[config.mk]
export PLATFORM = sky130hd
export DESIGN_NAME = nec_tx_flat
export DESIGN_NICKNAME = d
export VERILOG_FILES = /design/src/rtl/nec_tx_if.sv /design/src/rtl/nec_tx.sv /design/src/flat_wrapper.sv
export SDC_FILE = /design/constraint.sdc
export NUM_CORES = 1
export LEC_CHECK = 0
export CAP_MARGIN = 20
export CORE_MARGIN = 2
export CORE_UTILIZATION = 54
export DETAILED_ROUTE_END_ITERATION = 16
export HOLD_SLACK_MARGIN = 0.05
export PLACE_DENSITY = 0.78
export SYNTH_ARGS = -nofsm -noshare
export SYNTH_HDL_FRONTEND = slang
export SYNTH_SLANG_ARGS = --single-unit
[constraint.sdc]
create_clock -name clk -period 2.8 [get_ports clk]
set_input_delay 0.84 -clock clk [delete_from_list [all_inputs] [get_ports clk]]
set_output_delay 0.84 -clock clk [all_outputs]
set_load 0.01 [all_outputs]
[src/rtl/nec_tx_if.sv]
// rtl/nec_tx_if.sv - frame request and IR line bundle for the NEC transmitter
interface nec_tx_if;
  logic       start;
  logic [7:0] addr;
  logic [7:0] cmd;
  logic       busy;
  logic       done;
  logic       ir_out;
  logic       ir_led;

  modport master (
    output start, addr, cmd,
    input  busy, done, ir_out, ir_led
  );

  modport slave (
    input  start, addr, cmd,
    output busy, done, ir_out, ir_led
  );
endinterface

[src/rtl/nec_tx.sv]
// rtl/nec_tx.sv - NEC infrared frame transmitter with 38 kHz carrier modulation
module nec_tx #(
  parameter int T_LEAD       = 450000,
  parameter int T_SPACE      = 225000,
  parameter int T_MARK       = 28000,
  parameter int T_ONE        = 84500,
  parameter int T_ZERO       = 28000,
  parameter int CARRIER_HALF = 658
) (
  input  logic     clk,
  input  logic     rst,
  nec_tx_if.slave  bus
);

  typedef enum logic [2:0] {
    S_IDLE, S_LEAD, S_SPACE, S_BIT_MARK, S_BIT_SPACE, S_STOP
  } state_t;

  // Duration counter holds "cycles remaining minus one" in the current phase.
  localparam logic [19:0] L_LEAD  = 20'(T_LEAD - 1);
  localparam logic [19:0] L_SPACE = 20'(T_SPACE - 1);
  localparam logic [19:0] L_MARK  = 20'(T_MARK - 1);
  localparam logic [19:0] L_ONE   = 20'(T_ONE - 1);
  localparam logic [19:0] L_ZERO  = 20'(T_ZERO - 1);
  localparam logic [15:0] L_CAR   = 16'(CARRIER_HALF - 1);

  state_t      r_state;
  logic [19:0] r_cnt;
  logic [31:0] r_word;
  logic [4:0]  r_bit_idx;
  logic [15:0] r_car_cnt;
  logic        r_busy;
  logic        r_done;
  logic        r_ir_out;
  logic        r_ir_led;

  state_t      w_state_nxt;
  logic [19:0] w_cnt_nxt;
  logic [31:0] w_word_nxt;
  logic [4:0]  w_bit_idx_nxt;
  logic [15:0] w_car_cnt_nxt;
  logic        w_busy_nxt;
  logic        w_done_nxt;
  logic        w_ir_out_nxt;
  logic        w_ir_led_nxt;
  logic        w_cnt_zero;
  logic        w_mark_cur;
  logic        w_mark_nxt;

  assign w_cnt_zero = (r_cnt == 20'd0);
  assign w_mark_cur = (r_state == S_LEAD) || (r_state == S_BIT_MARK) || (r_state == S_STOP);
  assign w_mark_nxt = (w_state_nxt == S_LEAD) || (w_state_nxt == S_BIT_MARK) ||
                      (w_state_nxt == S_STOP);

  // State, phase timer, shift word and registered outputs.
  always_ff @(posedge clk or negedge rst) begin
    if (!rst) begin
      r_state   <= S_IDLE;
      r_cnt     <= 20'd0;
      r_word    <= 32'd0;
      r_bit_idx <= 5'd0;
      r_car_cnt <= 16'd0;
      r_busy    <= 1'b0;
      r_done    <= 1'b0;
      r_ir_out  <= 1'b1;
      r_ir_led  <= 1'b0;
    end else begin
      r_state   <= w_state_nxt;
      r_cnt     <= w_cnt_nxt;
      r_word    <= w_word_nxt;
      r_bit_idx <= w_bit_idx_nxt;
      r_car_cnt <= w_car_cnt_nxt;
      r_busy    <= w_busy_nxt;
      r_done    <= w_done_nxt;
      r_ir_out  <= w_ir_out_nxt;
      r_ir_led  <= w_ir_led_nxt;
    end
  end

  // Phase sequencing: each phase runs until the timer hits zero, then reloads for the next.
  always_comb begin
    w_state_nxt   = r_state;
    w_cnt_nxt     = w_cnt_zero ? r_cnt : (r_cnt - 20'd1);
    w_word_nxt    = r_word;
    w_bit_idx_nxt = r_bit_idx;
    case (r_state)
      S_IDLE: begin
        if (bus.start) begin
          w_state_nxt   = S_LEAD;
          w_cnt_nxt     = L_LEAD;
          w_word_nxt    = {~bus.cmd, bus.cmd, ~bus.addr, bus.addr};
          w_bit_idx_nxt = 5'd0;
        end
      end
      S_LEAD: begin
        if (w_cnt_zero) begin
          w_state_nxt = S_SPACE;
          w_cnt_nxt   = L_SPACE;
        end
      end
      S_SPACE: begin
        if (w_cnt_zero) begin
          w_state_nxt = S_BIT_MARK;
          w_cnt_nxt   = L_MARK;
        end
      end
      S_BIT_MARK: begin
        if (w_cnt_zero) begin
          w_state_nxt = S_BIT_SPACE;
          w_cnt_nxt   = r_word[0] ? L_ONE : L_ZERO;
        end
      end
      S_BIT_SPACE: begin
        if (w_cnt_zero) begin
          w_word_nxt    = {1'b0, r_word[31:1]};
          w_bit_idx_nxt = r_bit_idx + 5'd1;
          w_cnt_nxt     = L_MARK;
          w_state_nxt   = (r_bit_idx == 5'd31) ? S_STOP : S_BIT_MARK;
        end
      end
      S_STOP: begin
        if (w_cnt_zero) begin
          w_state_nxt = S_IDLE;
          w_cnt_nxt   = 20'd0;
        end
      end
      default: begin
        w_state_nxt = S_IDLE;
        w_cnt_nxt   = 20'd0;
      end
    endcase
  end

  // Output values for the coming state; the carrier phase restarts high at every mark start.
  always_comb begin
    w_busy_nxt    = (w_state_nxt != S_IDLE);
    w_done_nxt    = (r_state == S_STOP) && (w_state_nxt == S_IDLE);
    w_ir_out_nxt  = !w_mark_nxt;
    w_car_cnt_nxt = 16'd0;
    w_ir_led_nxt  = 1'b0;
    if (w_mark_nxt) begin
      if (!w_mark_cur) begin
        w_ir_led_nxt = 1'b1;
      end else if (r_car_cnt == L_CAR) begin
        w_ir_led_nxt = !r_ir_led;
      end else begin
        w_car_cnt_nxt = r_car_cnt + 16'd1;
        w_ir_led_nxt  = r_ir_led;
      end
    end
  end

  assign bus.busy   = r_busy;
  assign bus.done   = r_done;
  assign bus.ir_out = r_ir_out;
  assign bus.ir_led = r_ir_led;

endmodule

[src/flat_wrapper.sv]
// flat-port wrapper written by rule: the top's interface ports become plain ports
module nec_tx_flat 
#(
  parameter int T_LEAD       = 450000,
  parameter int T_SPACE      = 225000,
  parameter int T_MARK       = 28000,
  parameter int T_ONE        = 84500,
  parameter int T_ZERO       = 28000,
  parameter int CARRIER_HALF = 658
)
  (clk, rst, bus_start, bus_addr, bus_cmd, bus_busy, bus_done, bus_ir_out, bus_ir_led);
  nec_tx_if bus_i ();
  input  logic clk;
  input  logic rst;
  input wire logic [$bits(bus_i.start)-1:0] bus_start;
  input wire logic [$bits(bus_i.addr)-1:0] bus_addr;
  input wire logic [$bits(bus_i.cmd)-1:0] bus_cmd;
  output wire logic [$bits(bus_i.busy)-1:0] bus_busy;
  output wire logic [$bits(bus_i.done)-1:0] bus_done;
  output wire logic [$bits(bus_i.ir_out)-1:0] bus_ir_out;
  output wire logic [$bits(bus_i.ir_led)-1:0] bus_ir_led;
  assign bus_i.start = bus_start;
  assign bus_i.addr = bus_addr;
  assign bus_i.cmd = bus_cmd;
  assign bus_busy = bus_i.busy;
  assign bus_done = bus_i.done;
  assign bus_ir_out = bus_i.ir_out;
  assign bus_ir_led = bus_i.ir_led;
  nec_tx #(.T_LEAD(T_LEAD), .T_SPACE(T_SPACE), .T_MARK(T_MARK), .T_ONE(T_ONE), .T_ZERO(T_ZERO), .CARRIER_HALF(CARRIER_HALF)) u_core (.clk(clk), .rst(rst), .bus(bus_i));
endmodule
# Word level (Yosys, flattened, before mapping)
# Cells that the tools add are included.
totals:
  register_bits: 80
  inputBits: 19
  output_inout_bits: 4
  word_cells: 69
op_classes:
  add_sub_neg: 3
  eq_ne: 13
  n_mux: 28
  bitwise: 2
  n_reduce_logical: 14
op_table:
  columns: ["operator", "count"]
  rows:
  - ["2-to-1 mux 20 bit", 6]
  - ["one-hot mux 20 bit (5 select lines)", 1]
  - ["2-to-1 mux 32 bit", 2]
  - ["one-hot mux 32 bit (2 select lines)", 1]
  - ["2-to-1 mux 16 bit", 3]
  - ["2-to-1 mux 3 bit", 7]
  - ["logical NOT 20 bit", 1]
  - ["subtractor 20 x 1 -> 20 bit, second input constant", 1]
  - ["one-hot mux 3 bit (6 select lines)", 1]
  - ["2-to-1 mux 17 bit", 1]
  - ["adder 16 x 1 -> 16 bit, second input constant", 1]
  - ["== test 16 x 10 -> 1 bit, second input constant", 1]
  - ["NOT 8 bit", 2]
  - ["2-to-1 mux 5 bit", 2]
  - ["one-hot mux 5 bit (2 select lines)", 1]
  - ["== test 3 x 2 -> 1 bit, second input constant", 3]
  - ["== test 3 bit, second input constant", 3]
  - ["== test 3 x 1 -> 1 bit, second input constant", 2]
  - ["logical NOT 3 bit", 2]
  - ["adder 5 x 1 -> 5 bit, second input constant", 1]
  - ["== test 5 bit, second input constant", 1]
  - ["logical OR 1 bit", 4]
  - ["2-to-1 mux 1 bit", 3]
  - ["inequality test 3 bit, second input constant", 1]
  - ["other kinds (8)", 9]

# Depth between registers and ports, before layout
# Gate-level depths: netlist of the first run.
depth:
  word_depth: 8
  mapped_depth: 10
  ltp_nobuf: 8

# Worst setup path before layout of the first run
# Ideal clock, no wire load.
synth_timing:
  path_type: "reg2reg"
  from: "register u_core.r_cnt[0]"
  to: "register u_core.r_cnt[12]"
  setup_ns: 0.133
  arrival_ns: 2.313
  required_ns: 2.667
  setup_slack_ns: 0.354
  stages_incl_launch_ff: 11
  n_path_buf: 2
  period_less_slack_ns: 2.446
  path_cell_list: "dfrtp_1 -> inv_1 -> ha_1 -> or3b_2 -> or3_1 -> nor3_2 -> buf_4 -> buf_4 -> o21ai_0 -> a22oi_1 -> a21oi_1"
synth_between:
  elab_chain_cells: 4
  elab_cells_between_ends: 9
  classes_between: "add/sub (1); mux (7); reduce/logical (1)"
synth_rtl:
  columns: ["item", "line", "rtl"]
  rows:
  - ["start: declaration", "nec_tx.sv:28", "logic [19:0] r_cnt;"]
  - ["start signal: assignment", "nec_tx.sv:69", "r_cnt <= w_cnt_nxt;"]
  - ["subtractor 20 x 1 -> 20 bit / logical NOT 20 bit (equally long branches)", "nec_tx.sv:83, nec_tx.sv:50", null]
  - ["2-to-1 mux 20 bit", "nec_tx.sv:83", "w_cnt_nxt = w_cnt_zero ? r_cnt : (r_cnt - 20'd1);"]
  - ["2-to-1 mux 20 bit, on equally long branches", null, null]
  - ["one-hot mux 20 bit (5 select lines) *", "nec_tx.sv:86", "case (r_state)"]
  - ["named net u_core.w_cnt_nxt[12]", "nec_tx.sv:38", "logic [19:0] w_cnt_nxt;"]
# The timed path passes the listed nets; every way through them passes the cells marked *.
# A chain may end at the register's enable or synchronous reset.

# Worst setup path after layout of the first run
layout_timing:
  from: "register u_core.r_cnt[0]"
  to: "register u_core.r_cnt[15]"
# The elaborated chain is that of the path after synthesis.

==> results of run 1 <==
routing by layer:
layer  share of wire, %  wire length, um  vias up
met2                 46             4230      137
met3                6.7              606       25
li1                   -                -     1566
met5                  0                0        -
met4                1.9              170        0
met1                 45             4110     1588
registers in the layout (all words and copies together), names as in the netlist:
register and count:
u_core.r_cnt 20, u_core.bus.ir_out 1, u_core.r_state 3, u_core.bus.done 1, u_core.r_car_cnt 16, u_core.bus.ir_led 1, u_core.bus.busy 1, u_core.r_bit_idx 5
u_core.r_word 32
critical path: cells and delay by family (launching register included):
kind,cells,cell delay (ps)
AOI/OAI and AO/OA,3,460
adders and majority gates,1,200
buffers and inverters,2,330
DFF,1,410
and+or+nand+nor,3,1170
worst paths after layout:
| check | from | endpoint | slack, ps | cells past startpoint |
|---|---|---|---|---|
| min reg2reg | u_core.r_word[2]$_DFFE_PN0P_ | u_core.r_word[1]$_DFFE_PN0P_ | 490 | 2 |
| max reg2reg | u_core.r_cnt[0]$_DFF_PN0_ | u_core.r_cnt[15]$_DFF_PN0_ | 90 | 9 |
| max | u_core.r_cnt[0]$_DFF_PN0_ | u_core.r_cnt[15]$_DFF_PN0_ | 90 | 9 |
| max in group asynchronous | rst | u_core.bus.ir_out$_DFF_PN1_ | 1940 | 2 |
| min | u_core.r_word[2]$_DFFE_PN0P_ | u_core.r_word[1]$_DFFE_PN0P_ | 490 | 2 |
| min in group asynchronous | rst | u_core.r_word[28]$_DFFE_PN0P_ | 500 | 2 |
stage by stage:
step	worst slack [ps]	cell area, um^2	std cells
2_1_floorplan	354	3960	421
3_3_place_gp	186	4390	545
3_5_place_dp	131	4390	545
4_1_cts	109	4600	561
5_1_grt	8.39	4630	563
6_report	94.1	4630	563
report_power, final:
| group | internal [W] | switching, W | leakage, nW |
|---|---|---|---|
| clock | 0.000463 | 0.000425 | 0.103 |
| combinational | 0.000188 | 0.000161 | 0.882 |
| sequential | 0.00131 | 0.000152 | 0.939 |
final cells by class:
class | instances | area (um^2)
repair buffers | 46 | 427
clock buffers | 12 | 155
flip-flops and latches | 80 | 2000
fillers | 586 | 2540
inverters | 9 | 33.8
multi-input cells | 313 | 1840
clock inverters | 4 | 51.3
well taps | 99 | 124
logic make-up (layout without fill, tap and decap cells):
group	after synthesis	in the layout	synth area share (%)
XOR/XNOR	29	29	6.42
flip-flops	80	80	50.6
AO/OA/AOI/OAI	73	73	13.3
buffers and inverters	28	71	3.01
AND/OR/NAND/NOR	206	206	25.0
adder cells (fa/ha/maj)	5	5	1.58
layout by cell type (no fill, tap or decap), types with 3 or more instances in the layout:
cell type         n
buf_4            22
a21oi_1          11
o221a_2          15
inv_1             8
clkdlybuf4s50_1  21
nand4_1           7
ha_1              5
o22ai_1           3
or3_1             5
nand2_1          70
nand3_1          28
nor3_1           17
nor2_1           46
o21ai_0          22
dfrtp_1          79
o32ai_1           3
xnor2_1          21
nor4_1            8
clkbuf_8         11
a211oi_1          4
and3_1            8
xor2_1            8
repair_timing:
| item | 4_1_cts | 5_1_grt |
|---|---|---|
| hold buffers | 0 | 0 |
| setup endpoints to repair | 0 | 6 |
| buffers inserted | 0 | 2 |
| resized for setup | 0 | 3 |
==> results.md, run 1 <==
- Slew HR: 55.4%
- Cell area after synthesis: 3960 um^2
- YS warnings: 0
- Starting Density: 55.1%
- GR Util met3: 6.22%
- Clk_lat worst skew: 360 ps
- Final TNS setup: 0 ps
- Drt initial violations: 410
- Fin crit share: 96.6%
- Share of the synthesized area in the top cell type: 50.0%
- H-tree Lvls: 3
- Ant. Diodes: 0
- Final net count: 483
- Max clock buf depth: 2
- Global route overflow: 0
- Clock sinks: 80
- GP Congestion: 0.947
- Final Skew: 10.9 ps
- Critical-path cell list: inv_1, ha_1, or3b_2, or3_1, nor3_2, buf_6, o21ai_0, a22oi_1, a21oi_1
- Slew @ Worst Pin: 669 ps
- Worst hold slack: 492 ps
- Global-route wire length before repair: 14900 um
- Routed length per instance: 16.2 um
- Main area contributors after synthesis: dfrtp_1 (50%), nand2_1 (6.6%), xnor2_1 (4.7%), nor2_1 (4.4%), o221a_2 (4.3%)
- Pwr dens: 583 nW/um^2
- Clk pin slew, worst setup/hold paths: 80 ps
- Worst setup SP type: flop
- Slew Viols, Final: 0
- Endpoints failing setup: 0
- Total iterations of the first detailed-routing run: 5
- Max stage delay on crit path: 520 ps
- Std cell rows: 31
- WS Path Type: flop to flop
- Syn_nets: 445
- Critical path endpoint category: flop
- Area growth syn-to-layout: 17.1%
- Peak VDD IR: 0.000463 V
- Largest net degree at the start of global routing: 81
- Gr usage total: 24.5%
- Most common library cells after synthesis: dfrtp_1 (79), nand2_1 (70), nor2_1 (46)
- Count leader, synth: dfrtp_1
- Mapped Cells: 421
- Initial antenna violation count: 0
- Final Power: 0.00270 W
- Main synth FF type: dfrtp_1
- RSZ-0062 raised after global routing: no
- Die area: 8020 um^2
- CP max FO: 15
- Vias in the first global route: 3070
- Die outline width: 89.6 um
- DR vias/cell: 5.89
- CP arrival: 2930 ps
- Root Driver: clkbuf_8
- Fin crit period: 2710 ps
- Syn_area_per_cell: 9.39 um^2
- Hold Crit Class: flop to flop
- Max Cap Viol: 0
- Met1 usage: 33.4%
- Die Height: 89.6 um
- Critical path's slowest cell: or3b_2
- Hold Fails Final Rpt: 0
- Grt peak-use layer: met2
- Fmax: 0.370 GHz
- #FFs+latches synth: 80
- DP Wirelength: 6100 um
- Synth unique cells: 49
- Vias: 3316
- CP required: 3030 ps
- Port buffer count: 22
- I/O pin cnt: 23
- Asr flop ratio synth: 100%
- Core Util, Final: 64.6%
- WL final: 9110 um
- Post-route ant nets: 0
- Global Route met2 Usage: 38.1%
- # DRC: 0
- Sequential fraction of the synthesis area: 50.6%
- Post-synth EDFFs: 0
- Core ar.: 7180 um^2
- Status: finished clean
- Layout cells sized above 1: 14.2%
- Cell taking the most area after synthesis: dfrtp_1
- Leakage: 1.92 nW
- TritonCTS clock tree: done
- Total CTS buffers: 9
No activity file was read; power rests on OpenSTA's default activity.
==> run 2, diff against run 1 <==
SKIP_CTS_REPAIR_TIMING = 1   (was unset)
==> results of run 2 <==
Final layout, timing and power as in run 1 (identical DEF).
==> run 3, diff against run 2 <==
MAX_ROUTING_LAYER = met4   (was unset)
==> run 3 against run 2 <==
Compared with the run above: sequential power hardly changed; register-to-register slack better by 130 ps; critical endpoint is now u_core.r_cnt[13]$_DFF_PN0_; fmax is 5.1% higher; clock-buffer cell count stayed put; sequential share of layout area is 0.32 points higher; worst setup slack better by 130 ps; critical path depth stayed put; die area stayed put; core utilization is 0.47 points lower; highest routed layer unchanged; via count is 0.54% lower; cell count is 0.53% lower; clock power is 8.6% lower.
==> results.md, run 3 (synthesis results as in run 1) <==
- Largest Register: u_core.r_word
- # DRC: 0 (unchanged)
- Root Driver: clkbuf_8
- CP top delay family: simple AND/OR/NAND/NOR gates
- DR vias/cell: 5.89 (about the same)
- Initial antenna violation count: 0 (unchanged)
- Critical path endpoint category: flop
- H-tree Lvls: 3 (unchanged)
- Final TNS setup: 0 ps (unchanged)
- Placed cells: 545 (unchanged)
- Status: finished clean
- Total iterations of the first detailed-routing run: 5 (unchanged)
- I/O pin cnt: 23 (unchanged)
- DP Wirelength: 6250 um (+2.5%)
- WS Path Type: flop to flop
- Fin crit period: 2570 ps (-132 ps)
- Post-Layout Cell Count: 560 (-0.53%)
- Vias: 3298 (-0.54%)
- Global route overflow: 0 (unchanged)
- TritonCTS clock tree: done
- Worst hold slack: 469 ps (-23.7 ps)
- Clk pin slew, worst setup/hold paths: 80 ps (about the same)
- Clock sinks: 80 (unchanged)
- Slew @ Worst Pin: 675 ps (+5.67 ps)
- RSZ-0062 raised after global routing: no
- Peak VDD IR: 0.000417 V (-10%)
- Final net count: 481 (-0.41%)
- Clk_lat worst skew: 360 ps (about the same)
- Slew HR: 55.0% (-0.38 points)
- Largest net degree at the start of global routing: 42 (-48%)
- Starting Density: 55.1% (unchanged)
- Max Cap Viol: 0 (unchanged)
- Std cell rows: 31 (unchanged)
- Routed length per instance: 16.3 um (+0.57%)
- Global-route wire length before repair: 15200 um (+2.5%)
- Ant. Diodes: 0 (unchanged)
- CP Depth: 9 (unchanged)
- Area growth syn-to-layout: 16.3%
- Commonest cells after routing, fill and taps aside: dfrtp_1 (79), nand2_1 (70), nor2_1 (46), nand3_1 (28), o21ai_0 (22)
- Final Skew: 11.3 ps (+0.411 ps)
- Biggest regs: u_core.r_word: 32 flops, u_core.r_cnt: 20 flops, u_core.r_car_cnt: 16 flops
- Die outline width: 89.6 um (unchanged)
- Total CTS buffers: 9 (unchanged)
- Hold Crit Class: input pin to async pin
- Slew Viols, Final: 0 (unchanged)
- CP max FO: 19 (+4)
- Filler cells: 592 (+1.0%)
- CP required: 3070 ps (+40 ps)
- Fmax: 0.388 GHz (+5.1%)
- Leakage: 1.92 nW (-0.33%)
- Core ar.: 7180 um^2 (unchanged)
- Die Height: 89.6 um (unchanged)
- Critical path's slowest cell: or3b_2
- Max clock buf depth: 2 (unchanged)
- Worst setup SP type: flop
- Critical-path cell list: inv_1, ha_1, or3b_2, or3_4, nor3_4, buf_6, nand4_1, and3_1, nor3_1
- GP Congestion: 0.940 (-0.68%)
- Die area: 8020 um^2 (unchanged)
- Fin crit share: 91.9% (-4.7 points)
- CP arrival: 2850 ps (-80 ps)
- Layout cells sized above 1: 13.9% (-0.34 points)
- Pwr dens: 568 nW/um^2 (-2.5%)
- Port buffer count: 22 (unchanged)
- Largest register FFs: 32 (unchanged)
- WL final: 9110 um (about the same)
- Endpoints failing setup: 0 (unchanged)
- Hold Fails Final Rpt: 0 (unchanged)
- Reg2reg path depth: 9 (unchanged)
- Most common cell after layout, fill and taps aside: dfrtp_1
- Vias in the first global route: 3285 (+7.0%)
- Max stage delay on crit path: 510 ps (about the same)
- Gr usage total: 25.9% (+1.4 points)
- Drt initial violations: 265 (-35%)
- Worst Path Buf+Inv: 2 (unchanged)
- Post-route ant nets: 0 (unchanged)
run 3: routing by layer:
metal | track usage [%] | vias to the layer above | wire length (um)
met1 | 34.0 | 1558 | 4010
met3 | 6.03 | 32 | 604
met5 | - | - | 0
met2 | 37.8 | 146 | 4230
li1 | - | 1562 | -
met4 | 12.9 | 0 | 266
run 3: cell type report:
type / instances / area [um^2] / area share, %
Multi-Input combinational cell: 313 / 1860 / 40.4
Inverter: 9 / 33.8 / 0.735
Clock buffer: 12 / 135 / 2.94
Clock inverter: 3 / 43.8 / 0.952
Tap cell: 99 / 124 / 2.69
Timing Repair Buffer: 44 / 399 / 8.68
Sequential cell: 80 / 2000 / 43.6
run 3: power by group:
part,internal (W),switching [W]
clock network,0.000409,0.000403
logic,0.000188,0.000150
registers,0.00131,0.000153
run 3: stage by stage:
step                      instance area, um^2  power [W]  setup WS, ps  utilization [%]
after floorplan                          3960    0.00168           354                -
after global placement                   4390    0.00179           161             61.2
after detailed placement                 4390    0.00182           136             61.2
after CTS                                4570    0.00263           102             63.7
after global routing                     4600    0.00275          45.8             64.1
final                                    4600    0.00261           226             64.1
run 3: path summary, 6_finish.rpt:
path	from	end	slack, ps
hold reg to reg	u_core.r_word[1]$_DFFE_PN0P_	u_core.r_word[0]$_DFFE_PN0P_	490
setup reg to reg	u_core.r_cnt[0]$_DFF_PN0_	u_core.r_cnt[13]$_DFF_PN0_	230
min in group clk	u_core.r_word[1]$_DFFE_PN0P_	u_core.r_word[0]$_DFFE_PN0P_	490
max in group asynchronous	rst	u_core.bus.ir_out$_DFF_PN1_	1670
setup / recovery	u_core.r_cnt[0]$_DFF_PN0_	u_core.r_cnt[13]$_DFF_PN0_	230
hold / removal	rst	u_core.r_word[20]$_DFFE_PN0P_	470
